--- config.mk ---
export PLATFORM = sky130hd
export DESIGN_NAME = gigatron_serial_tx
export DESIGN_NICKNAME = d
export VERILOG_FILES = /design/src/rtl/gigatron_serial_tx.sv
export SDC_FILE = /design/constraint.sdc
export NUM_CORES = 1
export LEC_CHECK = 0
export ABC_AREA = 1
export CAP_MARGIN = 20
export CORE_MARGIN = 4
export CORE_UTILIZATION = 50
export CTS_CLUSTER_DIAMETER = 150
export DETAILED_ROUTE_END_ITERATION = 8
export PLACE_DENSITY = 0.75
export REMOVE_ABC_BUFFERS = 1
export SYNTH_ARGS = -nofsm -noshare
export SYNTH_HDL_FRONTEND = slang
export SYNTH_SLANG_ARGS = --single-unit
--- constraint.sdc ---
create_clock -name CLOCK_50 -period 1.7 [get_ports CLOCK_50]
set_clock_uncertainty 0.05 [all_clocks]
set_input_delay 0.34 -clock CLOCK_50 [delete_from_list [all_inputs] [get_ports CLOCK_50]]
set_output_delay 0.34 -clock CLOCK_50 [all_outputs]
set_load 0.01 [all_outputs]
--- src/rtl/gigatron_serial_tx.sv ---
// Gigatron serial game-controller transmitter.
// Takes one decoded PS/2 key byte and shifts it MSB first into the Gigatron
// input port. Frames are delimited by the Gigatron's VSYNC (latch) and bits
// are clocked by its HSYNC (pulse). The key is held for HOLD_FRAMES frames,
// then 0xFF is sent for GAP_FRAMES frames before the next key is accepted.
module gigatron_serial_tx #(
    parameter int   HOLD_FRAMES = 3,
    parameter int   GAP_FRAMES  = 2,
    parameter logic LATCH_POL   = 1'b0
) (
    input  logic       CLOCK_50,
    input  logic       reset_n,
    input  logic [7:0] ps2_data,
    input  logic       ps2_ready,
    output logic       ps2_sending,
    input  logic       gig_latch,
    input  logic       gig_pulse,
    output logic       gig_data,
    output logic [7:0] frame_cnt
);

    typedef enum logic [1:0] {IDLE, ARM, HOLD, GAP} state_t;

    state_t      state, state_nxt;
    logic [2:0]  latch_sr, pulse_sr;
    logic        latch_evt, pulse_evt;
    logic        ready_q;
    logic [7:0]  data_q;
    logic        new_key;
    logic [7:0]  key_r;
    logic [7:0]  shreg;
    logic [7:0]  reload_val;
    logic [3:0]  frames, frames_nxt;
    logic [3:0]  bitcnt;
    logic        capture;

    // Two-flop synchronisers plus one extra stage for edge detection.
    always_ff @(posedge CLOCK_50) begin
        if (!reset_n) begin
            latch_sr <= {3{~LATCH_POL}};
            pulse_sr <= 3'b000;
        end else begin
            latch_sr <= {latch_sr[1:0], gig_latch};
            pulse_sr <= {pulse_sr[1:0], gig_pulse};
        end
    end

    assign latch_evt = (latch_sr[1] == LATCH_POL) && (latch_sr[2] != LATCH_POL);
    assign pulse_evt = pulse_sr[1] & ~pulse_sr[2];

    // Registered copies of the decoder outputs for change detection.
    always_ff @(posedge CLOCK_50) begin
        if (!reset_n) begin
            ready_q <= 1'b0;
            data_q  <= 8'hFF;
        end else begin
            ready_q <= ps2_ready;
            data_q  <= ps2_data;
        end
    end

    assign new_key = ps2_ready & (~ready_q | (ps2_data != data_q));

    // State register.
    always_ff @(posedge CLOCK_50) begin
        if (!reset_n) state <= IDLE;
        else          state <= state_nxt;
    end

    // Next-state logic; also selects what a latch event reloads into shreg.
    always_comb begin
        state_nxt  = state;
        frames_nxt = frames;
        reload_val = 8'hFF;
        capture    = 1'b0;
        case (state)
            IDLE: begin
                if (new_key) begin
                    capture   = 1'b1;
                    state_nxt = ARM;
                end
            end
            ARM: begin
                if (latch_evt) begin
                    reload_val = key_r;
                    frames_nxt = 4'd1;
                    state_nxt  = HOLD;
                end
            end
            HOLD: begin
                if (latch_evt) begin
                    if (frames == 4'(HOLD_FRAMES)) begin
                        reload_val = 8'hFF;
                        frames_nxt = 4'd1;
                        state_nxt  = GAP;
                    end else begin
                        reload_val = key_r;
                        frames_nxt = frames + 4'd1;
                    end
                end
            end
            GAP: begin
                if (latch_evt) begin
                    if (frames == 4'(GAP_FRAMES)) state_nxt = IDLE;
                    else                          frames_nxt = frames + 4'd1;
                end
            end
            default: state_nxt = IDLE;
        endcase
    end

    // Accepted key byte; only meaningful while not IDLE, so it needs no reset.
    always_ff @(posedge CLOCK_50) begin
        if (capture) key_r <= ps2_data;
    end

    // Shift register: a latch reloads it (and wins over a coincident pulse),
    // a pulse shifts in a 1 until eight bits have gone out.
    always_ff @(posedge CLOCK_50) begin
        if (!reset_n) begin
            shreg     <= 8'hFF;
            bitcnt    <= 4'd0;
            frames    <= 4'd0;
            gig_data  <= 1'b1;
            frame_cnt <= 8'd0;
        end else begin
            frames   <= frames_nxt;
            gig_data <= shreg[7];
            if (latch_evt) begin
                shreg     <= reload_val;
                bitcnt    <= 4'd0;
                frame_cnt <= frame_cnt + 8'd1;
            end else if (pulse_evt && (bitcnt != 4'd8)) begin
                shreg  <= {shreg[6:0], 1'b1};
                bitcnt <= bitcnt + 4'd1;
            end
        end
    end

    assign ps2_sending = (state != IDLE);

endmodule
=== Word level (Yosys, flattened, before mapping) ===
Index checks and enable logic that the tools add are counted.

* Mux-type cells: 19
* Eq/ne operators: 14
* Bitwise logic cells: 7
* Add/subtract/negate cells: 3
* Reduce and logical (&&, ||, !) cells: 9

{| class="wikitable"
|+ Operators with widths
! kind !! number
|-
| $mux W8 || 3
|-
| $mux W4 || 5
|-
| $pmux W8 S2 || 1
|-
| $ne A2 B2 Y1 const B || 7
|-
| $mux W2 || 6
|-
| $pmux W4 S3 || 1
|-
| $add A4 B1 Y4 const B || 2
|-
| $add A8 B1 Y8 const B || 1
|-
| $eq A4 B2 Y1 const B || 2
|-
| $ne A8 B8 Y1 || 1
|-
| $pmux W2 S4 || 1
|-
| $reduce_and A6 Y1 || 1
|-
| $reduce_and A5 Y1 || 1
|-
| $eq A2 B2 Y1 const B || 2
|-
| $ne A4 B4 Y1 const B || 1
|-
| $not A1 Y1 || 4
|-
| $reduce_bool A2 Y1 || 2
|-
| $reduce_bool A3 Y1 || 1
|-
| $and A1 B1 Y1 || 2
|-
| $eq A2 B1 Y1 const B || 1
|-
| $logic_and A1 B1 Y1 || 2
|-
| $logic_not A2 Y1 || 1
|-
| $mux W1 || 2
|-
| $reduce_or A2 Y1 || 1
|-
| $or A1 B1 Y1 || 1
|}

* Register bits after elaboration: 50
* Input bits: 13
* Word-level logic and storage cells: 63

=== Logic depth before layout (Yosys ltp) ===
Gate-level depths: netlist (run 1).

* Depth after elaboration: 5
* Gate-level depth with buffers: 12

=== Worst setup path before layout (run 1) ===
No wires, ideal clock.

* Path type: register to register
* Start point: reg state[0]
* End point: reg state[0]
* Cell stages (with the launch flop): 11
* Library setup time: 0.114 ns
* Data arrival time: 1.527 ns
* Required time: 1.536 ns
* Setup slack: 0.009 ns
* Cells stage by stage: dfxtp_1 inv_1 ha_1 or2_1 buf_6 o21ai_4 nand2_2 a21oi_2 nand3_1 nand2_1 nor2_1

* Longest elaborated chain between the ends: 3
* Elaborated cells between the ends (all ways): 12
* Those cells by class: eq/ne: 9; mux: 1; reduce/logical: 2

{| class="wikitable"
|+ RTL lines
! element !! RTL line !! text
|-
| start: declaration || 24 || <nowiki>state_t state, state_nxt;</nowiki>
|-
| start signal: assignment || 67 || <nowiki>else state <= state_nxt;</nowiki>
|-
| $eq A2 B2 Y1 (tied with other cells) || 76 || <nowiki>case (state)</nowiki>
|-
| $ne A2 B2 Y1 (no source line) || -- ||
|-
| $reduce_and A6 Y1 (no source line) || -- ||
|}

Parallel ways exist; a longest one is shown, timed or not.
A chain may end at the register's enable or synchronous reset.

=== Worst setup path after layout (run 1) ===
Same ends and word-level chain as after synthesis.

==> reports/results.ini, run 1 <==
[synth]
netlist_top_cells_count = nand2_1, dfxtp_1, inv_1
ys_dominant_reg_cell = dfxtp_1
synth.area.top_cells = dfxtp_1, edfxtp_1, nand2_1, inv_1, ha_1
synthesis.area_per_instance_sq_um = 8.50
synth.most_common_cell = nand2_1
synth.yosys.seq_area_share_pct = 49.3
synth_cell_types = 34
ys_warn_count = 0
yosys.area.top_type = dfxtp_1
synth_cells = 258
synth_top_area_share_pct = 38.3
mappedNetlistArea_sq_mm = 0.00219
synth_enable_flop_cells = 8
synth-seq-cells = 50
ys_async_sr_fraction_pct = 0

[min_path]
whs_path_depth = 2
worstHoldEndpoint = pulse_sr[1]
timing.hold.worst.class = reg2reg
timing.hold.worst.start = pulse_sr[0]

[finish]
fill_cells = 339
post_route_cells_drive_above_1_share_pct = 19.4
design_area_sq_mm = 0.00274
final_net_count = 320
stdcell_count = 349
area.growth.synth_to_final_pct = 24.7
antenna-diode-count = 0

[grt]
global_route_wire_length_before_repair_microns = 6680
grt.overflow.total = 0
grt_usage_pct = 15.5
number_of_global_route_vias_before_repair = 1630
grt_start_max_net_pins = 26
grt_antenna_before_repair = 0

[placed_design]
place.gp.congestion = 0.815
worst_slack_at_placement_ns = -0.154
post-place-cells = 338
port_buf_inserts = 22
placedInstanceArea_sq_mm = 0.00256
dp_hpwl_microns = 2820

[floorplanning]
top_level_i_o_count = 23
core_area_sq_mm = 0.00412
die_h_microns = 74.2
start_util_pct = 53.3
die-width_microns = 74.2
die-area_sq_mm = 0.00551
num_rows = 23

[power_and_ir_drop]
power_report.internal_total_mw = 2.16
total_power_divided_by_cell_area_mw_per_mm2 = 1180
p_switching_mw = 1.08
ir_drop_mv = 0.587
power.leakage_nw = 1.19
power_frac_clock_pct = 19.8
power_mw = 3.23
p_comb_share_pct = 36.6
share_seq_of_total_power_pct = 43.7
switching_share_pct = 33.3

[critical_path]
worst_r2r_endpoint = state[0]
r2r.worst_path.cells = 9
arrival_ns = 1.79
worst_ep_required_time_ns = 1.83
timing.rr.start = state[0]
critical_path_peak_fanout = 4
setup.worst_path.start_class = register
r2r_setup_slack_ns = 0.05
cp-end-kind = register
criticalPathCategory = reg2reg

[route]
drtAntennaViolNets = 0
dr_total_vias = 1717
drcViolationCount = 0
detail_route.first_pass.iterations = 4
detail_route.wirelength_microns = 3830
detail_route.iter0.violations = 70
viasPerCell = 4.92
drt-wirelength-per-cell_microns = 11.0

[timing]
final.min_clock_period_ns = 1.65
final_setup_margin_ns = 0.0491
timing.max_slew.rel_slack_pct = 82.6
final_max_slew_viol_count = 0
tightestPinTransition_ns = 0.260
timing.final.crit_share_pct = 97.1
achievable-frequency_ghz = 0.606
setup_repair_after_global_routing_missed_its_margin = yes
hold_violations = 0
final-setup-viol-count = 0

[clock_network]
clock_latency_ns = 0.29
cts_made_buffers = 5
clk_transition_reported_paths_ns = 0.08
max-clock-path-buffers = 2
ctsHtreeMaxLevel = 2
buffer_cell_driving_the_clock_tree_root = clkbuf_8
cts_tree = built
clock-sinks = 50

[run_status]
outcome = completed

[run]
max-cap-violations = 0

-- layer usage --
metal | GRT usage, % | wire (microns) | vias to the layer above
li1 | - | - | 907
met5 | 0 | 0 | -
met2 | 28.1 | 1860 | 22
met4 | 6.52 | 59 | 0
met3 | 2.84 | 106 | 4
met1 | 18.0 | 1800 | 784
-- area by class of cell --
cell class	count	area [sq um]	share of cell area, %
clock buffer	6	72.6	2.65
clock inverter	2	8.76	0.320
timing repair buffer	39	364	13.3
multi-input combinational	161	988	36.1
inverter	41	154	5.63
sequential	50	1080	39.7
tap	50	62.6	2.29
-- state kept, by name (all words and copies together) (netlist names) --
| register | count |
|---|---|
| pulse_sr | 3 |
| state | 2 |
| gig_data | 1 |
| frames | 4 |
| frame_cnt | 8 |
| ready_q | 1 |
| key_r | 8 |
| shreg | 8 |
| latch_sr | 3 |
| data_q | 8 |
| bitcnt | 4 |
-- repair_timing --
item / 4_1_cts / 5_1_grt
resized for setup: 3 / 17
hold buffers: 0 / 0
endpoints found under the setup margin: 2 / 23
pin swaps: 0 / 7
gates cloned: 0 / 1
endpoints found under the hold margin: 0 / 0
setup buffers: 0 / 2
-- cells in the final DEF (no fill, tap or decap), types with 3 or more instances in the layout --
master | netlist | routed
nor2_1 | 20 | 20
edfxtp_1 | 8 | 8
nor3_1 | 6 | 3
nand3_2 | 0 | 3
o21ai_1 | 3 | 3
o21ai_0 | 3 | 3
nand4_1 | 3 | 3
xor2_1 | 3 | 3
o211ai_1 | 8 | 8
a21oi_1 | 21 | 21
clkdlybuf4s50_1 | 0 | 21
ha_1 | 9 | 7
inv_1 | 36 | 34
inv_2 | 4 | 6
buf_4 | 0 | 15
nand2_1 | 49 | 49
nand3_1 | 10 | 8
dfxtp_1 | 42 | 39
clkbuf_8 | 0 | 5
dfxtp_2 | 0 | 3
or2_2 | 5 | 5
nor3_2 | 2 | 5
-- cells by family (layout without fill, tap and decap cells) --
logic type	after synthesis	in the layout	synth area share (%)
fa+ha+maj	9	9	5.13
flops	50	50	49.3
compound gates	42	42	12.0
xor+xnor	5	5	2.00
buf+inv	48	88	8.96
simple gates	104	105	22.6
-- worst max path at each step --
stage	startpoint	end	slack, ns	cells after the start
2_1_floorplan	state[0]	frames[2]	0.008	7
3_3_place_gp	ps2_data[7]	key_r[1]	-0.12	9
3_5_place_dp	ps2_data[6]	key_r[2]	-0.15	10
4_1_cts	state[0]	frames[1]	0.0009	6
5_1_grt	state[0]	state[0]	-0.03	9
6_report	state[0]	state[0]	0.05	9
-- stage by stage --
stage | TNS (ns) | utilization, % | hold slack, ns
2_1_floorplan | 0 | - | 0.340
6_report | 0 | 66.5 | 0.377
3_3_place_gp | -1.13 | 62.2 | 0.347
4_1_cts | 0 | 64.3 | 0.380
3_5_place_dp | -1.41 | 62.2 | 0.357
5_1_grt | -0.0518 | 66.5 | 0.404
-- critical path: stages, from the launching register on --
cell and delay [ns]:
dfxtp_2 0.34, buf_6 0.12, ha_4 0.14, or2_4 0.25, o21ai_4 0.22, nand2_2 0.09
a21oi_4 0.15, nand3_1 0.09, nand2_1 0.07, nor2_1 0.04
-- power by group through the flow --
stage / Sequential (mW) / Clock, mW / Combinational [mW]
after global routing: 1.43 / 0.711 / 1.31
final: 1.41 / 0.639 / 1.18
after floorplan: 1.42 / 0 / 0.639
after global placement: 1.43 / 0 / 0.976
after detailed placement: 1.43 / 0 / 0.999
after CTS: 1.41 / 0.661 / 1.00
No activity file was read; power rests on OpenSTA's default activity.
==> run 2: changes to the inputs <==
--- a/config.mk
+++ b/config.mk
@@ -9,7 +9,7 @@
 export CAP_MARGIN = 20
 export CORE_MARGIN = 4
 export CORE_UTILIZATION = 50
-export CTS_CLUSTER_DIAMETER = 150
+export CTS_CLUSTER_DIAMETER = 200
 export DETAILED_ROUTE_END_ITERATION = 8
 export PLACE_DENSITY = 0.75
 export REMOVE_ABC_BUFFERS = 1
==> results of run 2 <==
Final layout, timing and power as in run 1 (identical DEF).
